## src/rtl/divider_pkg.sv

```systemverilog
// rtl/divider_pkg.sv - shared types and constants for the signed divider
package divider_pkg;

    localparam int WIDTH  = 8;
    localparam int N_ITER = 8;

    localparam logic [WIDTH-1:0] OVF_DIVIDEND = 8'h80;
    localparam logic [WIDTH-1:0] OVF_DIVISOR  = 8'hFF;

    typedef enum logic [2:0] {
        ST_IDLE   = 3'd0,
        ST_LOAD_N = 3'd1,
        ST_WAIT_D = 3'd2,
        ST_PREP   = 3'd3,
        ST_ITER   = 3'd4,
        ST_FIX    = 3'd5,
        ST_DONE   = 3'd6
    } div_state_t;

    // Two's complement magnitude; 0x80 maps to itself, read as unsigned 128.
    function automatic logic [WIDTH-1:0] magnitude(input logic [WIDTH-1:0] v);
        return v[WIDTH-1] ? -v : v;
    endfunction

endpackage

```

## src/rtl/div_step.sv

```systemverilog
// rtl/div_step.sv - one restoring-division iteration, purely combinational
module div_step
    import divider_pkg::*;
(
    input  logic [WIDTH:0]   r,
    input  logic [WIDTH-1:0] q,
    input  logic [WIDTH-1:0] md,
    output logic [WIDTH:0]   r_next,
    output logic [WIDTH-1:0] q_next
);

    logic [2*WIDTH:0] rq_sh;
    logic [WIDTH:0]   t;

    always_comb begin
        rq_sh  = {r, q} << 1;
        t      = rq_sh[2*WIDTH:WIDTH] - {1'b0, md};
        r_next = rq_sh[2*WIDTH:WIDTH];
        q_next = rq_sh[WIDTH-1:0];
        if (!t[WIDTH]) begin
            r_next    = t;
            q_next[0] = 1'b1;
        end
    end

endmodule

```

## src/rtl/signed_divider8.sv

```systemverilog
// rtl/signed_divider8.sv - 8-bit signed restoring divider with go/sw operand entry
module signed_divider8
    import divider_pkg::*;
#(
    parameter int DW = divider_pkg::WIDTH
) (
    input  logic          clk,
    input  logic          rst_n,
    input  logic          go,
    input  logic [DW-1:0] sw,
    output logic [DW-1:0] quotient,
    output logic [DW-1:0] remainder,
    output logic          busy,
    output logic          over,
    output logic          div_by_zero,
    output logic          ovf
);

    localparam int               CNT_W     = $clog2(N_ITER);
    localparam logic [CNT_W-1:0] LAST_ITER = CNT_W'(N_ITER - 1);

    div_state_t       state;
    logic [DW-1:0]    dividend;
    logic [DW-1:0]    divisor;
    logic [DW-1:0]    md;
    logic [DW-1:0]    q;
    logic [DW:0]      r;
    logic [CNT_W-1:0] cnt;
    logic             sn;
    logic             sd;
    logic             dz;
    logic [DW:0]      r_next;
    logic [DW-1:0]    q_next;

    div_step u_step (
        .r      (r),
        .q      (q),
        .md     (md),
        .r_next (r_next),
        .q_next (q_next)
    );

    always_ff @(posedge clk or negedge rst_n) begin
        if (!rst_n) begin
            state       <= ST_IDLE;
            dividend    <= '0;
            divisor     <= '0;
            md          <= '0;
            q           <= '0;
            r           <= '0;
            cnt         <= '0;
            sn          <= 1'b0;
            sd          <= 1'b0;
            dz          <= 1'b0;
            quotient    <= '0;
            remainder   <= '0;
            busy        <= 1'b0;
            over        <= 1'b0;
            div_by_zero <= 1'b0;
            ovf         <= 1'b0;
        end else begin
            case (state)
                ST_IDLE: begin
                    if (go) begin
                        state       <= ST_LOAD_N;
                        quotient    <= '0;
                        remainder   <= '0;
                        div_by_zero <= 1'b0;
                        ovf         <= 1'b0;
                    end
                end
                ST_LOAD_N: begin
                    dividend <= sw;
                    if (!go) begin
                        state <= ST_WAIT_D;
                    end
                end
                ST_WAIT_D: begin
                    if (go) begin
                        divisor <= sw;
                        busy    <= 1'b1;
                        state   <= ST_PREP;
                    end
                end
                ST_PREP: begin
                    sn    <= dividend[DW-1];
                    sd    <= divisor[DW-1];
                    md    <= magnitude(divisor);
                    q     <= magnitude(dividend);
                    r     <= '0;
                    cnt   <= '0;
                    dz    <= (divisor == '0);
                    state <= (divisor == '0) ? ST_FIX : ST_ITER;
                end
                ST_ITER: begin
                    r   <= r_next;
                    q   <= q_next;
                    cnt <= cnt + 1'b1;
                    if (cnt == LAST_ITER) begin
                        state <= ST_FIX;
                    end
                end
                ST_FIX: begin
                    if (dz) begin
                        quotient    <= '0;
                        remainder   <= dividend;
                        div_by_zero <= 1'b1;
                    end else if (dividend == OVF_DIVIDEND && divisor == OVF_DIVISOR) begin
                        // -128 / -1 has no 8-bit quotient; report the wrapped value
                        quotient  <= OVF_DIVIDEND;
                        remainder <= '0;
                        ovf       <= 1'b1;
                    end else begin
                        quotient  <= (sn ^ sd) ? -q : q;
                        remainder <= sn ? -r[DW-1:0] : r[DW-1:0];
                    end
                    busy  <= 1'b0;
                    over  <= 1'b1;
                    state <= ST_DONE;
                end
                ST_DONE: begin
                    if (!go) begin
                        over  <= 1'b0;
                        state <= ST_IDLE;
                    end
                end
                default: begin
                    busy  <= 1'b0;
                    over  <= 1'b0;
                    state <= ST_IDLE;
                end
            endcase
        end
    end

endmodule

```

## config.mk

```make
export PLATFORM = sky130hd
export DESIGN_NAME = signed_divider8
export DESIGN_NICKNAME = d
export VERILOG_FILES = /design/src/rtl/divider_pkg.sv /design/src/rtl/div_step.sv /design/src/rtl/signed_divider8.sv
export SDC_FILE = /design/constraint.sdc
export NUM_CORES = 1
export LEC_CHECK = 0
export BUFFER_PORTS_ARGS = -buffer_cell sky130_fd_sc_hd__buf_2
export CAP_MARGIN = 20
export CORE_MARGIN = 8
export CORE_UTILIZATION = 45
export CTS_CLUSTER_DIAMETER = 120
export DETAILED_ROUTE_END_ITERATION = 8
export HOLD_SLACK_MARGIN = 0.03
export PLACE_DENSITY = 0.73
export SLEW_MARGIN = 10
export SYNTH_ARGS = -nofsm -noshare
export SYNTH_HDL_FRONTEND = slang
export SYNTH_SLANG_ARGS = --single-unit
export TNS_END_PERCENT = 5
```

## constraint.sdc

```tcl
create_clock -name clk -period 2.8 [get_ports clk]
set_clock_uncertainty 0.1 [all_clocks]
set_input_delay 0.14 -clock clk [delete_from_list [all_inputs] [get_ports clk]]
set_output_delay 0.14 -clock clk [all_outputs]
set_load 0.02 [all_outputs]
```

==> results of run 1 <==
-- sequential cells by signal, indices dropped and copies added (netlist names) --
register and count:
busy 1, cnt 3, div_by_zero 1, dividend 8
divisor 8, dz 1, md 8, over 1
ovf 1, q 8, quotient 8, r 8
remainder 8, sd 1, sn 1, state 3
-- layer usage --
metal / track usage [%] / vias to the layer above / part of all wire [%]
met5: 0 / - / 0
met4: 4.76 / 0 / 1.5
met3: 4.34 / 14 / 6.2
met2: 24.0 / 80 / 46
met1: 19.9 / 1423 / 47
li1: - / 1447 / -
-- how the worst min path moves through the flow --
| stage | end | slack, ns | depth (start not counted) |
|---|---|---|---|
| after global routing | busy | 0.41 | 1 |
| after floorplan | busy | -0.26 | 0 |
| after CTS | quotient[7] | 0.38 | 1 |
| after detailed placement | divisor[1] | 0.28 | 3 |
| after global placement | divisor[1] | 0.27 | 3 |
| final | quotient[7] | 0.37 | 1 |
-- final cells by class --
cell class	count	area, um^2
timing repair buffer	47	303
multi-input combinational	278	1890
clock buffer	9	124
sequential	69	1730
inverter	23	86.3
clock inverter	7	66.3
fill	775	3890
tap	105	131
-- through the flow --
step / power, mW / instances
4_1_cts: 5.41 / 538
3_3_place_gp: 4.48 / 512
3_5_place_dp: 4.59 / 512
5_1_grt: 5.84 / 538
6_report: 5.37 / 538
2_1_floorplan: 3.91 / 388
-- cells by family (layout without fill, tap and decap cells) --
family	after synthesis	after routing	synth area share [%]
flip-flops	69	69	45.3
AND/OR/NAND/NOR	109	109	14.3
adder cells (fa/ha/maj)	16	16	5.45
AO/OA/AOI/OAI	105	105	17.8
buffers and inverters	41	86	5.02
XOR/XNOR	26	26	5.98
multiplexers	22	22	6.17
-- cells in the final DEF, fill, tap and decap left out, types with 3 or more instances in the layout --
cell type,n
dfrtp_1,69
nand2_1,51
o21ai_0,43
buf_2,30
inv_1,23
ha_1,15
xor2_1,14
a22oi_1,13
mux2_2,12
xnor2_1,12
a21oi_1,11
nor2_1,11
mux2i_1,10
o21ai_2,10
dlygate4sd3_1,10
clkbuf_8,9
nand2b_1,8
nand3_1,7
buf_4,7
or3_1,5
a31oi_1,4
nor2b_1,4
o31ai_1,4
a21o_1,4
a22o_1,4
clkinv_2,4
nor3_1,3
-- power by group --
group	switching, mW	total [mW]	internal, mW	leakage [nW]
Sequential	0.523	1.93	1.41	0.882
Combinational	1.49	2.66	1.17	1.05
Clock	0.373	0.779	0.406	0.0987
Total	2.38	5.37	2.99	2.03
-- worst max-delay path, delay by kind of cell (launching register included) --
kind	cells	cell delay [ns]
multiplexers	1	0.24
AND/OR/NAND/NOR	3	0.54
adder cells (fa/ha/maj)	2	0.58
buffers and inverters	2	0.29
flip-flops	1	0.38
AO/OA/AOI/OAI	2	0.38
==> impl_metrics.py, run 1 <==
metrics = {
    "status": {
        "outcome": "finished clean",
    },
    "yosys": {
        "ys_top_cells_by_count": "dfrtp_1, nand2_1, o21ai_0",
        "synth_top_area_cell": "dfrtp_1",
        "syn_nets": 415,
        "async_flop_share_pct": 100,
        "synth.most_common_cell": "dfrtp_1",
        "avgSynthCellArea_um2": 9.82,
        "synthFlopType": "dfrtp_1",
        "postSynthCellCount": 388,
        "synth_edf_count": 0,
        "seq_area_frac_synth_pct": 45.3,
        "synth_area_leaders": "dfrtp_1, o21ai_0, nand2_1, ha_1, mux2_2",
        "netlist_area_um2": 3810,
        "ys_types": 51,
        "ys_warn_count": 0,
        "yosysTopAreaCellShare_pct": 45.3,
        "ys_ff_latch": 69,
    },
    "placement": {
        "pre_cts_ws_ns": 0.286,
        "dp_hpwl_um": 6140,
        "gp_routability_congestion": 0.889,
        "placed_area_um2": 4040,
        "portBuffers": 30,
    },
    "sta": {
        "hold_viol_final": 0,
        "period_share_pct": 91.9,
        "rsz0062_at_grt": "no",
        "worst_pin_slew_ns": 0.877,
        "max_slew_margin_pct": 41.6,
        "drv_slew": 0,
        "max_freq_mhz": 389,
        "worst_hold_slack_ns": 0.371,
        "finalSetupTns_ns": 0,
        "fin_ws_ns": 0.227,
        "period_minus_slack_ns": 2.57,
        "setup_viol": 0,
    },
    "setup_path": {
        "critPathCaptureType": "flip-flop",
        "arrival_ns": 2.75,
        "r2r_cells": 10,
        "max_stage_delay_ns": 0.38,
        "r2r_setup_slack_ns": 0.23,
        "crit-reg2reg-launch": "q[7]",
        "crit_chain": "inv_1, ha_1, fa_1, nand2b_1, a21oi_1, nand4_1, nand3_1, buf_4, mux2i_1, a22o_1",
        "worstSetupPathType": "flip-flop to flip-flop",
        "cp_max_fo": 7,
        "crit_start": "q[7]",
        "critical-path-slowest-cell": "dfrtp_1",
        "start_kind": "flip-flop",
        "r2r_end": "r[0]",
        "crit_end": "r[0]",
        "worstPathRequired_ns": 2.98,
    },
    "clocking": {
        "cts.hold.buffers_added": 10,
        "cts_max_level": 3,
        "clkSlewWorstSetupHoldPaths_ns": 0.07,
        "numCtsBuffers": 9,
        "cts_tree": "yes",
        "root_buffer": "clkbuf_8",
        "clock_sinks": 69,
        "clockBufferDepth": 2,
        "postCtsSetupRepairBufs": 0,
        "clk_latency_ns": 0.34,
        "post_cts_resize_count": 0,
    },
    "power": {
        "power-per-cell-area_nw_per_um2": 1240,
        "power.leakage_nw": 2.03,
        "peakVddDrop_mv": 0.589,
    },
    "final_layout": {
        "drive_above_1_share_pct": 18.5,
        "finalNetCount": 455,
        "num_antenna_cells": 0,
        "fin_area_um2": 4330,
        "final_core_util_pct": 52.7,
        "synthToLayoutAreaGrowth_pct": 13.6,
    },
    "floorplan": {
        "core_area_um2": 8220,
        "die_height_um": 108,
        "dieArea_um2": 11700,
        "rows": 33,
        "initial_utilization_pct": 46.4,
        "io-pin-count": 31,
        "die_x_um": 108,
    },
    "drt": {
        "vias": 2964,
        "via_per_inst": 5.51,
        "wl_per_cell_um": 15.5,
        "firstDrtPassIters": 4,
        "drtAntennaViolNets": 0,
        "drcViolationCount": 0,
        "drt_iter0_markers": 87,
        "drt-total-wl_um": 8360,
    },
    "run": {
        "drv_cap": 0,
    },
    "hold_path": {
        "hold_start": "quotient[7]",
        "worst_hold_path_type": "flip-flop to flip-flop",
    },
    "grt": {
        "track_usage_pct": 15.3,
        "antenna_found_initial": 0,
        "grt_pass1_wl_um": 14300,
        "overflow": 0,
        "grt_max_degree": 70,
        "grt_pass1_vias": 2967,
    },
}
Power figures use the tool's default switching activity.
==> inputs of run 2 (changes only) <==
Settings changed: GPL_TIMING_DRIVEN set to 0, SYNTH_HIERARCHICAL set to 1.
==> run 2 against run 1 <==
- first-iteration DRC count rose by 98%
- core utilization rose by 1.5 points
- hold slack got worse by 0.28 ns
- die area rose by 2.4%
- fmax fell by 6.7%
- worst setup slack got worse by 0.19 ns
- routed wire length rose by 14%
- total power rose by 15%
- clock power rose by 20%
- sequential cell count did not move
- design area rose by 7.6%
- combinational power rose by 26%
- critical path type unchanged
==> impl_metrics.py, run 2 <==
metrics = {
    "grt": {
        "overflow": 0,
        "grt_pass1_vias": 3140,
        "grt_pass1_wl_um": 15800,
        "grt_max_degree": 55,
        "track_usage_pct": 16.9,
        "antenna_found_initial": 0,
    },
    "final_layout": {
        "drive_above_1_share_pct": 24.1,
        "fin_area_um2": 4660,
        "finalNetCount": 479,
        "layout_commonest_cell": "dfrtp_1",
        "final_cell_mix": "dfrtp_1, nand2_1, buf_2",
        "synthToLayoutAreaGrowth_pct": 18.9,
        "num_antenna_cells": 0,
        "fill_cells": 758,
        "finalNonFillerCells": 564,
    },
    "drt": {
        "vias": 3182,
        "drt-total-wl_um": 9560,
        "firstDrtPassIters": 6,
        "via_per_inst": 5.64,
        "wl_per_cell_um": 16.9,
        "drt_iter0_markers": 172,
        "drtAntennaViolNets": 0,
        "drcViolationCount": 0,
    },
    "placement": {
        "place_inst": 531,
        "portBuffers": 30,
        "dp_hpwl_um": 6750,
        "pre_cts_ws_ns": -0.365,
        "gp_routability_congestion": 0.858,
        "placed_area_um2": 4230,
    },
    "clocking": {
        "clockBufferDepth": 2,
        "numCtsBuffers": 9,
        "clkSlewWorstSetupHoldPaths_ns": 0.07,
        "clk_latency_ns": 0.35,
        "cts_tree": "yes",
        "clock_sinks": 69,
        "cts_max_level": 3,
        "root_buffer": "clkbuf_8",
    },
    "setup_path": {
        "crit_end": "r[6]",
        "r2r_end": "r[6]",
        "critPathCaptureType": "flip-flop",
        "crit_start": "r[1]",
        "crit-reg2reg-launch": "r[1]",
        "cp_max_fo": 6,
        "r2r_cells": 11,
        "r2r_setup_slack_ns": 0.04,
        "arrival_ns": 2.95,
        "worstSetupPathType": "flip-flop to flip-flop",
        "start_kind": "flip-flop",
        "worstPathRequired_ns": 2.99,
    },
    "power": {
        "p_sw_share_pct": 43.0,
        "power.leakage_nw": 2.15,
        "p_seq_share_pct": 30.3,
        "p_sw_mw": 2.65,
        "cell_internal_pwr_mw": 3.51,
        "peakVddDrop_mv": 0.567,
        "clkPwrFrac_pct": 15.2,
        "finalPower_mw": 6.16,
        "power-per-cell-area_nw_per_um2": 1320,
        "combPwrFrac_pct": 54.5,
    },
    "sta": {
        "period_minus_slack_ns": 2.76,
        "setup_viol": 0,
        "fin_ws_ns": 0.0419,
        "max_freq_mhz": 363,
        "period_share_pct": 98.5,
        "max_slew_margin_pct": 52.4,
        "hold_viol_final": 0,
        "drv_slew": 0,
        "worst_pin_slew_ns": 0.711,
        "rsz0062_at_grt": "yes",
    },
    "yosys": {
        "syn_nets": 420,
        "postSynthCellCount": 392,
        "ys_warn_count": 6,
        "avgSynthCellArea_um2": 9.99,
        "netlist_area_um2": 3920,
    },
    "floorplan": {
        "io-pin-count": 31,
        "die_x_um": 109,
        "rows": 34,
        "dieArea_um2": 11900,
        "die_height_um": 109,
        "core_area_um2": 8590,
        "initial_utilization_pct": 45.6,
    },
    "run": {
        "drv_cap": 0,
    },
    "status": {
        "outcome": "finished clean",
    },
    "hold_path": {
        "worst_hold_path_type": "primary input to async pin",
    },
}
-- run 2: cell count changes in the layout (fill, tap and decap cells not counted), sizes merged, moves of 6 or more --
cell    previous run  this run
buf               37        53
clkbuf             9        23
o21ai             53        42
nand2             51        43
nor2              11        18
a22o               4        10
-- run 2: layout make-up --
class	instances	area, um^2	share of cell area (%)
plain buffers	25	154	3.30
multi-input cells	274	1990	42.8
clock buffers	13	159	3.41
clock inverters	3	67.6	1.45
well taps	108	135	2.90
repair buffers	48	328	7.04
flip-flops and latches	69	1730	37.1
inverters	24	93.8	2.01
-- run 2: worst min path at each step --
stage | cells past startpoint | to
final | 2 | busy
after global routing | 2 | dividend[0]
after CTS | 2 | busy
after detailed placement | 1 | over
after global placement | 3 | divisor[0]
after floorplan | 0 | busy
-- run 2: power by group through the flow --
| stage | combinational, mW | sequential (mW) | clock [mW] |
|---|---|---|---|
| 2_1_floorplan | 2.24 | 1.85 | 0 |
| 3_3_place_gp | 2.89 | 1.84 | 0 |
| 3_5_place_dp | 3.02 | 1.87 | 0 |
| 4_1_cts | 3.25 | 1.85 | 0.949 |
| 5_1_grt | 3.69 | 1.92 | 0.991 |
| 6_report | 3.36 | 1.86 | 0.936 |
-- run 2: metrics by stage --
stage               TNS, ns  utilization [%]  hold WS [ns]
floorplan                 0                -        -0.256
CTS                  -0.159             53.8        0.0843
detailed placement    -1.76             49.2       -0.0785
finish                    0             54.2        0.0880
global placement      -1.25             48.9         0.273
global route         -0.219             54.2         0.105
-- run 2: critical path: stages, from the launching register on --
cell and delay (ns):
dfrtp_1 0.44, ha_1 0.37, nor2b_4 0.15, o31a_1 0.30, o21ai_2 0.14, a21oi_2 0.09, ha_4 0.30, buf_4 0.13
nand2_1 0.05, or4_1 0.41, nand3_1 0.10, a22o_1 0.13
-- run 2: per-layer routing --
layer  share of wire (%)  wire (um)  GRT usage, %
met1                  44       4190          20.9
met2                  48       4600          28.2
met3                 6.3        598          3.58
met4                 1.8        176          6.46
met5                   0          0             0
-- run 2: timing repair --
action | CTS | global route
gates cloned | 1 | 0
gates resized for setup | 9 | 5
endpoints found under the hold margin | 86 | 0
buffers inserted | 4 | 1
setup endpoints to repair | 8 | 8
pin swaps | 5 | 4
hold buffers | 10 | 0
==> inputs of run 3 (changes only) <==
Settings changed: CORE_ASPECT_RATIO set to 1.2.
==> run 3 against run 2 <==
- design area increased by 0.67%
- critical endpoint is now r[7]
- global-route usage down 0.55 points
- hold slack improved by 0.0032 ns
- largest cell class unchanged
- critical path depth is 2 higher
- register-to-register slack hardly changed
==> impl_metrics.py, run 3 (synthesis results as in run 2) <==
metrics = {
    "drt": {
        "drt-total-wl_um": 9250,
        "drcViolationCount": 0,
        "met2_length_um": 4530,
        "firstDrtPassIters": 4,
        "met3_length_um": 465,
        "wl_per_cell_um": 16.0,
        "via_per_inst": 5.35,
        "drtAntennaViolNets": 0,
        "met1_length_um": 4030,
        "drt_iter0_markers": 162,
        "vias": 3087,
        "top_layer": "met4",
    },
    "hold_path": {
        "worst_hold_path_type": "primary input to async pin",
    },
    "power": {
        "power.leakage_nw": 2.17,
        "peakVddDrop_mv": 0.559,
        "finalPower_mw": 6.14,
        "power-per-cell-area_nw_per_um2": 1310,
    },
    "sta": {
        "worst_pin_slew_ns": 1.15,
        "max_freq_mhz": 362,
        "hold_viol_final": 0,
        "rsz0062_at_grt": "yes",
        "drv_slew": 0,
        "period_minus_slack_ns": 2.77,
        "setup_viol": 0,
        "period_share_pct": 98.8,
        "max_slew_margin_pct": 23.2,
    },
    "setup_path": {
        "crit_chain": "inv_2, ha_4, fa_2, nor2b_4, o31a_1, o21ai_1, a21oi_1, ha_1, buf_6, o2111ai_1, a41o_1, o311ai_4, a22o_1",
        "r2r_setup_slack_ns": 0.03,
        "critPathCaptureType": "flip-flop",
        "arrival_ns": 2.91,
        "critical-path-slowest-cell": "dfrtp_2",
        "worstSetupPathType": "flip-flop to flip-flop",
        "worstPathRequired_ns": 2.95,
        "start_kind": "flip-flop",
        "crit-reg2reg-launch": "q[7]",
        "max_stage_delay_ns": 0.41,
        "r2r_cells": 13,
        "r2r_end": "r[7]",
        "cp_max_fo": 5,
    },
    "grt": {
        "antenna_found_initial": 0,
        "track_usage_pct": 16.3,
        "overflow": 0,
        "grt_pass1_wl_um": 15500,
        "grt_max_degree": 57,
        "grt_pass1_vias": 3069,
    },
    "floorplan": {
        "dieArea_um2": 12000,
        "io-pin-count": 31,
        "initial_utilization_pct": 46.0,
        "die_x_um": 101,
        "rows": 37,
        "die_height_um": 118,
        "core_area_um2": 8520,
    },
    "final_layout": {
        "num_antenna_cells": 0,
        "synthToLayoutAreaGrowth_pct": 19.7,
        "drive_above_1_share_pct": 25.7,
        "final_core_util_pct": 55.1,
        "fin_area_um2": 4690,
        "layout_commonest_cell": "dfrtp_1",
        "finalNonFillerCells": 577,
        "final_cell_mix": "dfrtp_1, nand2_1, buf_2",
        "finalNetCount": 483,
        "fill_cells": 762,
    },
    "clocking": {
        "clkSlewWorstSetupHoldPaths_ns": 0.08,
        "clockBufferDepth": 2,
        "cts_max_level": 3,
        "root_buffer": "clkbuf_8",
        "clock_sinks": 69,
        "cts_tree": "yes",
        "clk_latency_ns": 0.35,
        "numCtsBuffers": 9,
    },
    "placement": {
        "placed_area_um2": 4240,
        "portBuffers": 30,
        "dp_hpwl_um": 6550,
        "place_inst": 540,
        "gp_routability_congestion": 0.833,
    },
    "run": {
        "drv_cap": 0,
    },
    "status": {
        "outcome": "finished clean",
    },
}
-- run 3: changes by cell type in the layout (fill, tap and decap cells not counted), moves of 2 or more --
| cell | previous run | this run |
|---|---|---|
| dfrtp_1 | 69 | 67 |
| clkinv_2 | 0 | 2 |
| clkinv_4 | 0 | 2 |
| buf_4 | 14 | 19 |
| clkbuf_1 | 11 | 9 |
| clkbuf_8 | 11 | 9 |
| dfrtp_2 | 0 | 2 |
-- run 3: layout make-up --
type	instances	area, um^2	area share (%)
Multi-Input combinational cell	274	2010	42.8
Sequential cell	69	1730	36.9
Timing Repair Buffer	52	360	7.68
Buffer	25	154	3.28
Tap cell	117	146	3.12
Clock buffer	9	124	2.64
Inverter	24	93.8	2.00
Clock inverter	7	73.8	1.57
-- run 3: per-stage QoR --
stage	hold WS, ns	setup TNS, ns	setup WS [ns]
after floorplan	-0.256	0	0.0736
after global placement	0.277	-1.31	-0.289
after detailed placement	-0.0923	-1.35	-0.294
after CTS	0.0807	-0.0392	-0.0208
after global routing	0.0974	-0.317	-0.107
final	0.0913	0	0.0347
-- run 3: critical path: cells and delay by family (launching register included) --
family                   cells  cell delay [ns]
adder cells (fa/ha/maj)      3             0.82
AO/OA/AOI/OAI                7             0.98
buffers and inverters        2             0.21
AND/OR/NAND/NOR              1             0.13
flip-flops                   1             0.41
-- run 3: timing repair --
action                                  CTS  global route
endpoints found under the setup margin    8             8
gates resized for setup                  16             1
pin swaps                                 7             8
setup buffers                             8             2
cloned                                    1             0
endpoints found under the hold margin    86             0
hold buffers                             10             0
-- run 3: worst max path at each step --
stage          slack (ns)  startpoint  depth (start not counted)    to
4_1_cts             -0.02        q[7]                         14  r[6]
3_3_place_gp        -0.29        q[7]                         14  r[6]
5_1_grt             -0.11        q[7]                         14  r[6]
2_1_floorplan        0.07        q[7]                         14  r[6]
3_5_place_dp        -0.29        q[7]                         14  r[6]
6_report             0.03        q[7]                         13  r[7]
-- run 3: routing by layer --
metal,GRT usage (%),vias to the layer above
met1,20.8,1474
met2,25.5,83
met5,0,-
met4,8.87,0
met3,2.94,13
li1,-,1517
-- run 3: power breakdown --
group | switching (mW) | internal [mW]
Sequential | 0.449 | 1.41
Clock | 0.404 | 0.414
Combinational | 1.81 | 1.66
Total | 2.66 | 3.48
